**config.mk**
```make
export PLATFORM = sky130hd
export DESIGN_NAME = shift_seq_unit
export DESIGN_NICKNAME = d
export VERILOG_FILES = /design/src/rtl/shift_seq_unit.sv
export SDC_FILE = /design/constraint.sdc
export NUM_CORES = 1
export LEC_CHECK = 0
export BUFFER_PORTS_ARGS = -buffer_cell sky130_fd_sc_hd__buf_2
export CORE_ASPECT_RATIO = 0.8
export CORE_MARGIN = 8
export CORE_UTILIZATION = 50
export CTS_BUF_LIST = sky130_fd_sc_hd__clkbuf_8
export CTS_CLUSTER_DIAMETER = 50
export DETAILED_ROUTE_END_ITERATION = 7
export GPL_TIMING_DRIVEN = 0
export HOLD_SLACK_MARGIN = 0.15
export PLACE_DENSITY = 0.75
export SYNTH_ARGS = -nofsm -noshare
export SYNTH_HDL_FRONTEND = slang
export SYNTH_SLANG_ARGS = --single-unit
export TNS_END_PERCENT = 100
```
**constraint.sdc**
```tcl
create_clock -name clk -period 2.9 [get_ports clk]
set_input_delay 0.58 -clock clk [delete_from_list [all_inputs] [get_ports clk]]
set_output_delay 0.58 -clock clk [all_outputs]
set_load 0.01 [all_outputs]
```
**src/rtl/shift_seq_unit.sv**
```systemverilog
// Purpose: multi-cycle shift/rotate unit (SLL, SRL, SRA, ROL) that moves up to STEP bit positions per cycle.
// Latency: ceil(amt/STEP)+1 edges from the accept edge to out_valid. An amount of 0 gives out_valid after 1 edge.
// Backpressure: only one operation is in flight; in_ready is low from accept until the out_ready handshake,
//   and the result is held stable while out_ready is low.
//
// Ports:
//   clk, rst_n                      clock, async active-low reset
//   in_valid/in_ready               request handshake (in_data operand, in_amt amount, in_mode op)
//   out_valid/out_ready             result handshake (out_data, out_carry, out_zero)
module shift_seq_unit #(
  parameter int WIDTH = 16,
  parameter int SHW   = 4,
  parameter int STEP  = 1
) (
  input  logic             clk,
  input  logic             rst_n,
  input  logic             in_valid,
  output logic             in_ready,
  input  logic [WIDTH-1:0] in_data,
  input  logic [SHW-1:0]   in_amt,
  input  logic [1:0]       in_mode,
  output logic             out_valid,
  input  logic             out_ready,
  output logic [WIDTH-1:0] out_data,
  output logic             out_carry,
  output logic             out_zero
);

  typedef enum logic [1:0] {IDLE, SHIFT, DONE} state_t;

  localparam logic [1:0] MODE_SLL = 2'b00;
  localparam logic [1:0] MODE_SRL = 2'b01;
  localparam logic [1:0] MODE_SRA = 2'b10;

  // STEP <= WIDTH/2, so it always fits in the SHW-bit amount width.
  localparam logic [SHW-1:0] STEP_AMT = SHW'(STEP);

  state_t           state, stateNext;
  logic [WIDTH-1:0] dataReg, dataStep;
  logic [SHW-1:0]   countReg, stepK, countRem, leftIdx, rightIdx;
  logic [1:0]       modeReg;
  logic             carryReg, carryStep;

  // One shift step of k = min(STEP, count) positions.
  always_comb begin
    stepK     = (countReg < STEP_AMT) ? countReg : STEP_AMT;
    countRem  = countReg - stepK;
    // Modulo-WIDTH arithmetic: 0 - k == WIDTH - k, the last bit to leave on the left.
    leftIdx   = '0 - stepK;
    rightIdx  = stepK - SHW'(1);
    dataStep  = dataReg;
    carryStep = 1'b0;
    case (modeReg)
      MODE_SLL: begin
        dataStep  = dataReg << stepK;
        carryStep = dataReg[leftIdx];
      end
      MODE_SRL: begin
        dataStep  = dataReg >> stepK;
        carryStep = dataReg[rightIdx];
      end
      MODE_SRA: begin
        dataStep  = $signed(dataReg) >>> stepK;
        carryStep = dataReg[rightIdx];
      end
      default: begin
        // ROL: in SHIFT k >= 1, so leftIdx is in WIDTH/2..WIDTH-1 and the wrap term is well defined.
        dataStep  = (dataReg << stepK) | (dataReg >> leftIdx);
        carryStep = dataReg[leftIdx];
      end
    endcase
  end

  always_ff @(posedge clk or negedge rst_n) begin
    if (!rst_n) begin
      state <= IDLE;
    end else begin
      state <= stateNext;
    end
  end

  always_comb begin
    stateNext = state;
    case (state)
      IDLE:    if (in_valid) stateNext = (in_amt == '0) ? DONE : SHIFT;
      SHIFT:   if (countRem == '0) stateNext = DONE;
      DONE:    if (out_ready) stateNext = IDLE;
      default: stateNext = IDLE;
    endcase
  end

  always_ff @(posedge clk or negedge rst_n) begin
    if (!rst_n) begin
      dataReg  <= '0;
      countReg <= '0;
      modeReg  <= MODE_SLL;
      carryReg <= 1'b0;
    end else begin
      case (state)
        IDLE: begin
          if (in_valid) begin
            dataReg  <= in_data;
            countReg <= in_amt;
            modeReg  <= in_mode;
            carryReg <= 1'b0;
          end
        end
        SHIFT: begin
          dataReg  <= dataStep;
          countReg <= countRem;
          carryReg <= carryStep;
        end
        default: ;
      endcase
    end
  end

  // The handshake outputs are decoded from state only, so neither depends combinationally on an input.
  assign in_ready  = (state == IDLE);
  assign out_valid = (state == DONE);
  assign out_data  = dataReg;
  assign out_carry = carryReg;
  assign out_zero  = (dataReg == '0);

endmodule
```
### Yosys cells after proc, flatten, opt, wreduce, memory -nomap -nowiden

Index checks and enable logic that the tools add are counted.

* register bits after elaboration: 25
* word-level logic and storage cells: 51
* output and inout port bits: 20
* input bits: 26

* $add $sub $neg: 3
* multiplexer cells: 18
* shift operators: 4
* reductions and logical operators: 10
* magnitude comparators: 3
* bitwise logic cells: 1
* eq/ne operators: 7

Operators by type and width (count)
* case mux 16 bit (3 select lines): 1
* case mux 16 bit (2 select lines): 1
* right shift 16 x 4 -> 16 bit: 2
* zero test 16 bit: 1
* 2-to-1 mux 16 bit: 1
* bitwise OR 16 bit: 1
* << shifter 16 x 4 -> 16 bit: 1
* >>> shifter 16 x 4 -> 16 bit: 1
* less-than comparator 4 x 5 -> 1 bit (second input constant): 2
* binary-select mux 1 bit (select 4 bit): 2
* zero test 4 bit: 2
* 2-to-1 mux 2 bit: 4
* 2-to-1 mux 4 bit: 2
* case mux 4 bit (2 select lines): 1
* case mux 2 bit (3 select lines): 1
* == test 2 x 1 -> 1 bit (second input constant): 2
* == test 2 bit (second input constant): 2
* zero test 2 bit: 2
* less-than comparator 4 x 1 -> 1 bit (second input constant): 1
* 2-to-1 mux 1 bit: 4
* inequality test 2 bit (second input constant): 2
* AND reduction 2 bit: 2
* subtractor 1 x 4 -> 4 bit (first input constant): 1
* subtractor 4 x 1 -> 4 bit (second input constant): 1
* 6 further kinds: 6

### Depth between registers and ports, before layout

Gate-level depths: netlist of run 1.

* depth after elaboration: 7
* mapped depth: 14
* depth with buffers taken out: 8

### Worst setup path before layout of run 1

No wires, ideal clock.

* kind: register to register
* start point: register countReg[2]
* end point: register dataReg[9], in the netlist out_data[9]
* setup time: 0.120 ns
* path buffers: 6
* period minus slack after synthesis: 3.116 ns
* stages on the path, launching flop included: 14
* slack: -0.216 ns
* data arrival time: 2.997 ns
* required time: 2.780 ns
* path through: dfrtp_1 buf_6 or4_4 inv_4 buf_12 buf_4 buf_4 ha_1 clkbuf_1 buf_2 mux4_2 nor2_1 o2111ai_1 and3_1

* word-level cells in the longest chain between the ends: 7
* elaborated cells between the ends (all ways): 10
* those cells by class: add/sub: 1; order compare: 1; shift: 4; mux: 3; bitwise: 1

Ends and longest elaborated chain
* start: declaration: line 40 `logic [SHW-1:0] countReg, stepK, countRem, leftIdx, rightIdx;`
* start signal: assignment: line 103 `countReg <= in_amt;`
* start signal: assignment: line 110 `countReg <= countRem;`
* less-than comparator 4 x 1 -> 1 bit: line 46 `stepK = (countReg < STEP_AMT) ? countReg : STEP_AMT;`
* 2-to-1 mux 4 bit *: line 46
* subtractor 1 x 4 -> 4 bit: line 49 `leftIdx = '0 - stepK;`
* right shift 16 x 4 -> 16 bit: line 68 `dataStep = (dataReg << stepK) | (dataReg >> leftIdx);`
* bitwise OR 16 bit: line 68
* case mux 16 bit (3 select lines) *: line 53 `case (modeReg)`
* case mux 16 bit (2 select lines) *: line 99 `case (state)`
* end signal: assignment: line 102 `dataReg <= in_data;`
* end signal: assignment: line 109 `dataReg <= dataStep;`
* end: declaration: line 39 `logic [WIDTH-1:0] dataReg, dataStep;`

Every way passes the cells marked *; elsewhere a longest branch is shown, timed or not.
A chain may end at the register's enable or synchronous reset.

### Worst setup path after layout of run 1

* start point: register countReg[2]
* end point: register dataReg[1], in the netlist out_data[1]

The elaborated chain is that of the path after synthesis.

==> results of run 1 <==
where the power goes:
part	switching, mW	internal [mW]
clock network	0.136	0.0980
registers	0.214	0.541
logic	1.92	1.25
through the flow:
stage               cell area (µm²)  TNS, ps  util, %  worst slack (ps)
floorplan                      2650        0        -              3.51
global placement               2950    -6210     58.3              -628
detailed placement             2950    -6080     58.3              -600
CTS                            3110        0     61.4              3.56
global route                   3110        0     61.4              7.53
finish                         3110        0     61.4              67.3
path summary, 6_finish.rpt:
path	cells after the start	slack, ps	endpoint	start
max	11	70	out_data[1]$_DFFE_PN0P_	countReg[2]$_DFFE_PN0P_
min	1	290	out_data[9]$_DFFE_PN0P_	rst_n
max reg2reg	11	70	out_data[1]$_DFFE_PN0P_	countReg[2]$_DFFE_PN0P_
min reg2reg	2	500	out_carry$_DFFE_PN0P_	out_carry$_DFFE_PN0P_
max in group asynchronous	1	2160	countReg[1]$_DFFE_PN0P_	rst_n
min in group clk	2	500	out_carry$_DFFE_PN0P_	out_carry$_DFFE_PN0P_
per-layer routing:
layer  GRT usage [%]  vias up
li1                -     1343
met1            35.6     1384
met2            39.6      210
met3            7.71       20
met4            8.14        0
met5               0        -
worst max-delay path, delay by kind of cell (launching register included):
family / cells / cell delay (ps)
buffers and inverters: 6 / 870
adders and majority gates: 1 / 140
and+or+nand+nor: 1 / 540
AOI/OAI and AO/OA: 3 / 750
DFF: 1 / 390
cell usage after synthesis (6+ instances only):
library cell and n:
clkbuf_1 25, dfrtp_1 25, nand2_1 30, ha_1 6, mux2_2 9, a21oi_1 20
nor2b_1 10, o21ai_0 25, a31oi_1 8, mux2i_1 8, and3_1 6, o22ai_1 6
inv_1 6, nor2_1 27
cells by family after synthesis:
| logic type | Yosys count |
|---|---|
| AO/OA/AOI/OAI | 117 |
| buffers and inverters | 44 |
| flip-flops | 25 |
| other | 1 |
| adder cells (fa/ha/maj) | 6 |
| AND/OR/NAND/NOR | 109 |
| multiplexers | 25 |
layout make-up:
class / instances / area (µm²) / share of cell area, %
Timing Repair Buffer: 51 / 270 / 8.70
Tap cell: 62 / 77.6 / 2.50
Buffer: 35 / 220 / 7.09
Multi-Input combinational cell: 258 / 1830 / 58.9
Inverter: 8 / 32.5 / 1.05
Sequential cell: 25 / 627 / 20.2
Clock buffer: 3 / 41.3 / 1.33
Clock inverter: 1 / 7.51 / 0.242
flip-flops by register name (all words and copies together), names as in the netlist:
register and cells:
countReg 4, state 2, out_carry 1, modeReg 2
out_data 16
what timing repair did:
| item | 4_1_cts | 5_1_grt |
|---|---|---|
| gates resized for setup | 16 | 9 |
| buffers inserted | 5 | 1 |
| cloned | 0 | 0 |
| pin swaps | 4 | 5 |
| setup endpoints to repair | 15 | 15 |
==> run_results.csv, run 1 <==
group,metric,value,unit
run_status,outcome,"finished clean",
floorplanning,num_io_pins,46,
worst_hold_path,hold_class,"primary input to asynchronous set/reset pin",
cells_and_area,syn_to_final_growth,17.6,%
power,ir_drop,0.776,mV
setup_path,cp_data_required_time,3060,ps
timing,hold_slack,293,ps
yosys,netlist_area,0.00264,mm²
detailed_routing,ant_nets,0,
detailed_routing,dr.first_iter.drc_count,442,
timing,finalHoldViolCount,0,
global_routing,gr-total-overflow,0,
yosys,synth_compound_area_share,30.4,%
cells_and_area,final_cells,443,
clock_tree,cts_tree,"built",
yosys,synth_top_cell_area_share,23.7,%
yosys,synth_top_family_by_area,"compound AO/OA/AOI/OAI gates",
global_routing,grt_start_max_net_pins,26,
cells_and_area,nNetsFinal,414,
timing,slew_headroom,56.1,%
timing,worst_slew_pin_slew,658,ps
yosys,synth_area_leader_cell,"dfrtp_1",
yosys,synth_xor_area_share,0,%
setup_path,cp-end-kind,"flip-flop",
yosys,synth-simple-area-share,20.6,%
clock_tree,clk-insertion-delay-late,280,ps
yosys,synth_area_per_cell,8.08,µm²
yosys,netlist_instances,327,
yosys,synth-seq-cells,25,
yosys,yosys_most_used_dff,"dfrtp_1",
placement,gp_congestion,0.968,
detailed_routing,wl,10400,µm
floorplanning,die_area,0.00788,mm²
global_routing,grt_first_pass_wirelength,16500,µm
detailed_routing,wl_met2,4410,µm
yosys,ys_seq_area_share,23.7,%
floorplanning,coreArea,0.00506,mm²
clock_tree,htreeDepth,1,
cells_and_area,final_cell_mix,"buf_2, nand2_1, nor2_1",
yosys,async_flop_share,100,%
clock_tree,root_buffer,"clkbuf_8",
detailed_routing,drc_errors,0,
yosys,synth_fa_ha_area_share,2.84,%
yosys,synth_edf_count,0,
cells_and_area,drive_gt1_share,25.7,%
timing,final_max_slew_viol_count,0,
detailed_routing,wl_met3,1390,µm
timing,period_minus_slack,2830,ps
clock_tree,ctsHoldBuffers,0,
detailed_routing,wire_per_inst,23.5,µm
setup_path,path_cells,"buf_6, or4_4, inv_4, buf_12, buf_8, ha_4, clkbuf_16, buf_2, a311oi_2, a2111oi_1, o31ai_1",
setup_path,start_kind,"flip-flop",
timing,skew,3.36,ps
placement,dpl.cell_count,434,
power,power,4.17,mW
timing,rsz0062_at_grt,"no",
detailed_routing,num_vias,2957,
global_routing,grt_pass1_vias,2981,
yosys,synth_fp_nets,359,
placement,hpwl,7290,µm
power,power_density,1340,mW/mm²
floorplanning,die_y,81.0,µm
cells_and_area,fillers,470,
yosys,ys_types,67,
timing,setup_viol_count_final,0,
setup_path,worstPathMaxFanout,11,
floorplanning,rows,23,
clock_tree,clockBufferDepth,2,
detailed_routing,viasPerCell,6.67,
setup_path,slowest_stage,"or4_4",
global_routing,grt_usage,26.3,%
clock_tree,clock-sinks,25,
detailed_routing,dr.pass1.iters,5,
global_routing,antenna_found_initial,0,
clock_tree,numCtsBuffers,3,
setup_path,slowest_delay,540,ps
yosys,synth_area_leaders,"dfrtp_1, o21ai_0, mux4_2, nand2_1, mux2_2",
yosys,yosysWarnings,0,
timing,fmax,0.353,GHz
setup_path,critical_path_class,"flip-flop to flip-flop",
job,maxCapViolations,0,
floorplanning,start_util,52.2,%
cells_and_area,layout_commonest_cell,"buf_2",
timing,period_share,97.7,%
yosys,muxShareOfSynthArea,13.7,%
floorplanning,die_w,97.3,µm
clock_tree,clk_pin_slew,100,ps
detailed_routing,met1Wirelength,4450,µm
setup_path,arrival,2990,ps
power,power.leakage,1.27,nW
placement,io_buffer_count,45,
cells_and_area,diodes,0,
detailed_routing,top_layer,"met4",
Power figures use the tool's default switching activity.
==> inputs of run 2 (changes only) <==
ABC_AREA = 1   (was not set)
==> run_results.csv, run 2 <==
group,metric,value,unit
cells_and_area,diodes,0,
setup_path,start_kind,"flip-flop",
yosys,ys_seq_area_share,22.7,%
detailed_routing,viasPerCell,6.17,
setup_path,path_cells,"nor2_4, nand2_4, buf_12, inv_8, buf_4, ha_1, inv_2, clkbuf_4, nand2_2, nand2_1, nand2_1, a21oi_1, o21ai_1, nand2_1, o21ai_1",
detailed_routing,wl_met3,1270,µm
timing,fmax,0.375,GHz
clock_tree,clk_pin_slew,90,ps
power,power_density,1350,mW/mm²
setup_path,r2r_cells,15,
setup_path,rr_startpoint,"countReg[1]$_DFFE_PN0P_",
yosys,synthMostInstantiatedCell,"nand3_1",
setup_path,cp-end-kind,"flip-flop",
clock_tree,cts_tree,"built",
cells_and_area,syn_to_final_growth,12.9,%
placement,io_buffer_count,45,
clock_tree,post_cts_buffers,0,
job,maxCapViolations,0,
floorplanning,rows,24,
detailed_routing,top_layer,"met4",
timing,period_share,92.0,%
timing,final.setup.worst_slack,231,ps
global_routing,grt_first_pass_wirelength,16000,µm
floorplanning,die_w,99.0,µm
detailed_routing,wire_per_inst,18.5,µm
global_routing,grt_usage,24.5,%
power,power.leakage,1.58,nW
yosys,synth_area_per_cell,6.56,µm²
timing,skew,5.21,ps
global_routing,antenna_found_initial,0,
timing,slew_headroom,60.9,%
setup_path,setup.worst_path.start,"countReg[1]$_DFFE_PN0P_",
clock_tree,numCtsBuffers,3,
yosys,ys_types,39,
yosys,synth_fp_nets,452,
setup_path,critical_path_class,"flip-flop to flip-flop",
timing,worst_slew_pin_slew,586,ps
cells_and_area,final_cell_mix,"nand3_1, nand2_1, buf_2",
clock_tree,ctsHoldBuffers,0,
global_routing,grt_pass1_vias,3121,
yosys,netlist_instances,420,
floorplanning,die_y,82.4,µm
worst_hold_path,hold_class,"primary input to asynchronous set/reset pin",
setup_path,reg2reg_slack,230,ps
setup_path,r2r-end,"out_data[9]$_DFFE_PN0P_",
floorplanning,num_io_pins,46,
clock_tree,htreeDepth,1,
setup_path,arrival,2840,ps
placement,gp_congestion,0.968,
cells_and_area,drive_gt1_share,23.0,%
detailed_routing,wl_met2,4310,µm
run_status,outcome,"finished clean",
yosys,netlist_area,0.00275,mm²
timing,rsz0062_at_grt,"no",
yosys,yosys_most_used_dff,"dfrtp_1",
yosys,async_flop_share,100,%
cells_and_area,nNetsFinal,502,
setup_path,worstPathMaxFanout,10,
yosys,synth-seq-cells,25,
timing,finalHoldViolCount,0,
cells_and_area,layout_commonest_cell,"nand3_1",
timing,final_max_slew_viol_count,0,
clock_tree,clock-sinks,25,
yosys,synth_area_leaders,"dfrtp_1, nand3_1, nand2_1, inv_1, nand2_4",
timing,setup_viol_count_final,0,
floorplanning,coreArea,0.00538,mm²
yosys,yosysWarnings,0,
floorplanning,die_area,0.00815,mm²
cells_and_area,largest_reg_flops,16,
yosys,synth_top_cell_area_share,22.7,%
placement,hpwl,7770,µm
detailed_routing,num_vias,3296,
yosys,synth_area_leader_cell,"dfrtp_1",
detailed_routing,drc_errors,0,
setup_path,cp_common_cell,"nand2_1",
setup_path,cp_data_required_time,3070,ps
placement,pre_cts_ws,185,ps
setup_path,slowest_stage,"dfrtp_1",
clock_tree,clockBufferDepth,2,
setup_path,slowest_delay,430,ps
yosys,synth_common_cells,"nand3_1, nand2_1, inv_1, dfrtp_1, o21ai_0",
detailed_routing,dr.pass1.iters,5,
global_routing,gr-total-overflow,0,
detailed_routing,met1Wirelength,4170,µm
yosys,synth_edf_count,0,
detailed_routing,ant_nets,0,
detailed_routing,wl,9870,µm
clock_tree,root_buffer,"clkbuf_8",
timing,fin_tns_setup,0,ps
timing,period_minus_slack,2670,ps
floorplanning,start_util,51.2,%
clock_tree,clk-insertion-delay-late,280,ps
detailed_routing,dr.first_iter.drc_count,463,
global_routing,grt_start_max_net_pins,26,
power,ir_drop,0.638,mV
==> run 2: cell count changes after synthesis, moves of 9 or more <==
cell / change
nand2_2: +11
nor2b_1: -10
nand2_1: +54
inv_1: +37
mux2_2: -9
nand2_4: +11
clkbuf_1: -21
nand3_1: +94
==> run 2: critical path, delay by kind of cell (launching register included) <==
family / cells / cell delay [ps]
simple gates: 6 / 600
compound gates: 3 / 400
buf+inv: 5 / 820
fa+ha+maj: 1 / 310
flops: 1 / 430
==> run 2: cell families after synthesis <==
group,count (synthesis),synth area share [%]
AOI/OAI and AO/OA,73,16.1
xor gates and xnor gates,1,0.318
adders and majority gates,6,2.73
buffers and inverters,67,12.0
DFF,25,22.7
other,1,0.136
and+or+nand+nor,247,46.0
==> run 2: final cells by class <==
class                   instances  area, µm²
fillers                       538       2270
clock inverters                 1       3.75
well taps                      65       81.3
clock buffers                   3       41.3
plain buffers                  20        149
flip-flops and latches         25        626
repair buffers                 45        225
inverters                      47        184
multi-input cells             328       1800
==> run 2: layer usage <==
| layer | vias up | GRT usage [%] |
|---|---|---|
| li1 | 1522 | - |
| met1 | 1527 | 32.4 |
| met2 | 233 | 39.1 |
| met3 | 14 | 6.37 |
| met4 | 0 | 5.95 |
| met5 | - | 0 |
==> run 2: how the worst max path moves through the flow <==
stage	endpoint	slack (ps)
3_5_place_dp	out_data[3]$_DFFE_PN0P_	190
2_1_floorplan	out_data[3]$_DFFE_PN0P_	660
3_3_place_gp	out_data[3]$_DFFE_PN0P_	170
6_report	out_data[9]$_DFFE_PN0P_	230
5_1_grt	out_data[9]$_DFFE_PN0P_	70
4_1_cts	out_data[3]$_DFFE_PN0P_	160
==> run 2: timing repair <==
item                                   in CTS  in global routing
resized for setup                           0                  2
setup endpoints to repair                   0                  3
endpoints found under the hold margin       0                  0
==> run 2: per-stage QoR <==
step	hold slack, ps	cell area [µm²]	util (%)	std cells	total power, mW
6_report	286	3110	57.8	534	4.21
5_1_grt	335	3110	57.8	534	4.56
4_1_cts	307	3110	57.8	534	4.13
3_5_place_dp	461	3060	56.9	530	3.91
3_3_place_gp	461	3060	56.9	530	3.88
2_1_floorplan	284	2750	-	420	3.00
==> run 2: where the power goes <==
group	internal, mW	switching (mW)	leakage (nW)
sequential	0.536	0.127	0.301
clock	0.0951	0.117	0.0269
combinational	1.09	2.24	1.25
